--- src/rtl/button_debouncer.sv ---
// Debounces a raw button pin into a clean level with press, release and
// long-press strobes; a two-flop synchronizer guards the asynchronous pin.
module button_debouncer #(
   parameter int   DEBOUNCE_BITS = 16,
   parameter int   LONG_BITS     = 24,
   parameter logic INVERT        = 1'b0
) (
   input  logic i_clk,
   input  logic i_reset_n,
   input  logic i_btn,
   output logic o_level,
   output logic o_press,
   output logic o_release,
   output logic o_long,
   output logic o_hold
);

   typedef enum logic [1:0] {
      IDLE = 2'd0,
      DOWN = 2'd1,
      LONG = 2'd2
   } state_t;

   localparam logic [DEBOUNCE_BITS-1:0] DCTR_MAX  = '1;
   localparam logic [LONG_BITS-1:0]     LCTR_MAX  = '1;
   localparam logic [LONG_BITS-1:0]     LCTR_TERM = {{(LONG_BITS-1){1'b1}}, 1'b0};

   logic                     sync1_q, sync1_d;
   logic                     sync2_q, sync2_d;
   logic [DEBOUNCE_BITS-1:0] dctr_q, dctr_d;
   logic [LONG_BITS-1:0]     lctr_q, lctr_d;
   logic                     level_q, level_d;
   logic                     press_q, press_d;
   logic                     release_q, release_d;
   logic                     long_q, long_d;
   state_t                   state_q, state_d;

   logic sample;
   logic accept;
   logic rise;
   logic fall;

   always_comb begin
      sync1_d   = i_btn;
      sync2_d   = sync1_q;
      sample    = sync2_q ^ INVERT;
      accept    = (sample != level_q) && (dctr_q == DCTR_MAX);
      rise      = accept && sample;
      fall      = accept && !sample;

      dctr_d    = '0;
      if ((sample != level_q) && (dctr_q != DCTR_MAX)) begin
         dctr_d = dctr_q + 1'b1;
      end
      level_d   = accept ? sample : level_q;
      press_d   = rise;
      release_d = fall;
      long_d    = 1'b0;
      state_d   = state_q;
      lctr_d    = lctr_q;

      case (state_q)
         IDLE: begin
            if (rise) state_d = DOWN;
         end
         DOWN: begin
            if (fall) begin
               state_d = IDLE;
            end else begin
               if (lctr_q != LCTR_MAX) lctr_d = lctr_q + 1'b1;
               if (lctr_q == LCTR_TERM) begin
                  long_d  = 1'b1;
                  state_d = LONG;
               end
            end
         end
         LONG: begin
            if (fall) state_d = IDLE;
         end
         default: state_d = IDLE;
      endcase

      // A release on the terminal-count edge suppresses the long event above
      // and must also leave the hold counter cleared.
      if (!level_q || rise || fall) lctr_d = '0;
   end

   always_ff @(posedge i_clk or negedge i_reset_n) begin
      if (!i_reset_n) begin
         sync1_q   <= INVERT;
         sync2_q   <= INVERT;
         dctr_q    <= '0;
         lctr_q    <= '0;
         level_q   <= 1'b0;
         press_q   <= 1'b0;
         release_q <= 1'b0;
         long_q    <= 1'b0;
         state_q   <= IDLE;
      end else begin
         sync1_q   <= sync1_d;
         sync2_q   <= sync2_d;
         dctr_q    <= dctr_d;
         lctr_q    <= lctr_d;
         level_q   <= level_d;
         press_q   <= press_d;
         release_q <= release_d;
         long_q    <= long_d;
         state_q   <= state_d;
      end
   end

   assign o_level   = level_q;
   assign o_press   = press_q;
   assign o_release = release_q;
   assign o_long    = long_q;
   assign o_hold    = (state_q == LONG);

endmodule

--- config.mk ---
export PLATFORM = sky130hd
export DESIGN_NAME = button_debouncer
export DESIGN_NICKNAME = d
export VERILOG_FILES = /design/src/rtl/button_debouncer.sv
export SDC_FILE = /design/constraint.sdc
export NUM_CORES = 1
export LEC_CHECK = 0
export CAP_MARGIN = 20
export CORE_MARGIN = 4
export CORE_UTILIZATION = 23
export DETAILED_ROUTE_END_ITERATION = 8
export DONT_BUFFER_PORTS = 1
export SLEW_MARGIN = 20
export SYNTH_ARGS = -nofsm -noshare
export SYNTH_HDL_FRONTEND = slang
export SYNTH_SLANG_ARGS = --single-unit
--- constraint.sdc ---
create_clock -name i_clk -period 2.5 [get_ports i_clk]
set_input_delay 0.25 -clock i_clk [delete_from_list [all_inputs] [get_ports i_clk]]
set_output_delay 0.25 -clock i_clk [all_outputs]
set_load 0.005 [all_outputs]
==> flow_summary.toml <==
[hold_path]
min_to = "sample$_DFF_PN0_"
min_path_cells = 0
min_from = "sync1_q$_DFF_PN0_"
hold_path_class = "reg2reg"

[detailed_routing]
drc = 0
avgViaCountPerCell = 5.13
vias = 2140
firstDrtPassIters = 4
wirelength_um = 5770
ant_nets = 0
first_iter_violations = 82
wl_per_cell_um = 13.8

[timing]
worst_pin_slew_ns = 0.554
rsz0062_at_grt = "no"
skew_ns = 0.00502
period_needed_ns = 1.94
relSlewSlack = 0.630
layout_setup_ws_ns = 0.557
fmax_mhz = 515
fin_hold_ws_ns = 0.348
period_share = 0.777
hold_violations = 0
setup_viol = 0
slew_viol_final = 0
fin_setup_tns_ns = 0

[finish]
final_cell_area_um2 = 3010
syn2layout_area_growth_pct = 10.2
n_antenna_cell = 0
fillCellCount = 1213
nNetsFinal = 279
drive_gt1_frac = 0.0766
finalNonFillerCells = 417
multiInputGateArea_um2 = 1410
regArea_um2 = 1200
post-route-util = 0.262

[synth]
synth_top_area_frac = 0.439
synth_top_family_by_area = "simple AND/OR/NAND/NOR gates"
yosysTopAreaCell = "dfrtp_1"
ys_seq_area_frac = 0.439
syn_area_um2 = 2730
synth-simple-area-share = 0.306
synth.area.mux_share = 0.0517
async_flop_share = 1.00
yosysWarningCount = 0
syn_area_per_cell_um2 = 9.76
postSynthCellCount = 280
synthFlopType = "dfrtp_1"
synth_edf_count = 0
synth.area.top_cells = "dfrtp_1, nand3_1, mux2i_1"
synthTopCellsByCount = "dfrtp_1, nand3_1, a21oi_1"
yosys.area_share.xor_xnor = 0.0416
synth_cell_types = 47
synth_compound_area_frac = 0.102
syn_nets = 286
synth_most_common_cell = "dfrtp_1"
ys_ff_latch = 48
synth_fa_ha_area_frac = 0.0137

[pwr]
power_leakage_nw = 1.10
peakVddDrop_v = 0.000217
total_power_mw = 1.52
p_per_area_nw_per_um2 = 504

[floorplanning]
die_area_um2 = 13700
io_pins = 8
rows = 39
coreArea_um2 = 11500
initial_core_util = 0.237
die_w_um = 117
die_y_um = 117

[global_routing]
grt_max_degree = 49
grt_use_total = 0.0882
antenna_found_initial = 0
grt-ovfl-total = 0
grt_pass1_wl_um = 9890
grt_pass1_vias = 2033

[clocking]
clock_latency_ns = 0.29
cts_tree = "yes"
h-tree-depth = 2
cts.sinks = 48
root_buffer = "clkbuf_16"
clkSlewWorstSetupHoldPaths_ns = 0.06
clock_path_buffers = 2
cts_buffers = 5

[critical_path]
regToRegEndpoint = "lctr_q[10]$_DFFE_PN0P_"
crit_path_start_kind = "flip-flop"
required_ns = 2.66
setup.worst_path.class = "reg2reg"
slowest_delay_ns = 0.54
worst_path_dominant_cell_family = "simple AND/OR/NAND/NOR gates"
r2r_setup_slack_ns = 0.56
crit_arrival_ns = 2.11
path_max_fanout = 22
path_cells = "ha_1 > nand4b_1 > or4_1 > buf_4 > nand3b_1 > mux2i_1"
rr_startpoint = "dctr_q[0]$_DFF_PN0_"
endpoint_kind = "flip-flop"
path_buf_inv = 1
r2r_cells = 6
crit_slowest_cell = "or4_1"

[placement]
dp_cells = 406
port_buffers = 0
place_ws_ns = 0.570
dp_hpwl_um = 3860
gp_congestion = 0.764
place_area_um2 = 2810

[run]
drv_cap = 0

[status]
status = "finished clean"
## worst register-to-register path, delay by kind of cell (launching register included)
| family | cells | cell delay [ns] |
|---|---|---|
| adders and majority gates | 1 | 0.30 |
| muxes | 1 | 0.08 |
| and+or+nand+nor | 3 | 0.75 |
| buffers and inverters | 1 | 0.26 |
| DFF | 1 | 0.43 |
## per-layer routing
layer  routed length [µm]  global-route usage  vias to the layer above  part of all wire
li1                     -                   -                     1043                 -
met1                 2800               0.117                     1066              0.49
met2                 2700               0.145                       25              0.47
met3                  157              0.0129                        6             0.027
met4                  108              0.0344                        0             0.019
met5                    0                   0                        -                 0
## sequential cells by signal, indices dropped and copies added, names as in the netlist
| signal | cells |
|---|---|
| dctr_q | 16 |
| sample | 1 |
| o_level | 1 |
| o_press | 1 |
| lctr_q | 24 |
| sync1_q | 1 |
| o_long | 1 |
| state_q | 2 |
| o_release | 1 |
## cell families after synthesis
kind of cell | Yosys count
buffers and inverters | 21
AND/OR/NAND/NOR | 139
multiplexers | 14
adder cells (fa/ha/maj) | 3
XOR/XNOR | 13
AO/OA/AOI/OAI | 42
flip-flops | 48
## cell usage in the layout, fill, tap and decap left out, types with 3 or more instances in the layout
cell type,n
a211oi_1,7
a21oi_1,17
and2_1,4
and3_1,7
and4_1,6
buf_4,3
clkbuf_16,5
dfrtp_1,48
ha_1,3
mux2i_1,13
nand2_1,14
nand3_1,29
nand3b_1,12
nand4_1,14
nor2_1,16
nor3_1,6
nor4_1,4
o31ai_1,7
or3_1,5
or4_1,7
xnor2_1,5
xor2_1,8
## power breakdown
part / internal (mW) / total, mW / switching [mW]
sequential: 0.782 / 0.789 / 0.00720
clock: 0.399 / 0.691 / 0.292
combinational: 0.0126 / 0.0365 / 0.0240
total: 1.19 / 1.52 / 0.323
## layout make-up
cell class                      instances  share of cell area
Clock buffer                            7              0.0474
Clock inverter                          1             0.00249
Inverter                                1             0.00125
Multi-Input combinational cell        211               0.467
Sequential cell                        48               0.399
Tap cell                              143              0.0594
Timing Repair Buffer                    6              0.0233
## repair_timing
| action | 4_1_cts | 5_1_grt |
|---|---|---|
| hold endpoints to repair | 49 | 0 |
| resized for setup | 0 | 0 |
| buffers inserted | 0 | 0 |
| hold buffers | 3 | 0 |
## worst max-delay path by stage
stage / startpoint / to / slack (ns) / cells after the start
global route: dctr_q[0]$_DFF_PN0_ / lctr_q[10]$_DFFE_PN0P_ / 0.40 / 6
global placement: dctr_q[0]$_DFF_PN0_ / lctr_q[11]$_DFFE_PN0P_ / 0.64 / 6
detailed placement: dctr_q[0]$_DFF_PN0_ / lctr_q[10]$_DFFE_PN0P_ / 0.57 / 6
finish: dctr_q[0]$_DFF_PN0_ / lctr_q[10]$_DFFE_PN0P_ / 0.56 / 6
floorplan: dctr_q[0]$_DFF_PN0_ / lctr_q[10]$_DFFE_PN0P_ / 0.81 / 7
CTS: dctr_q[0]$_DFF_PN0_ / lctr_q[10]$_DFFE_PN0P_ / 0.56 / 6
No activity file was read; power rests on OpenSTA's default activity.
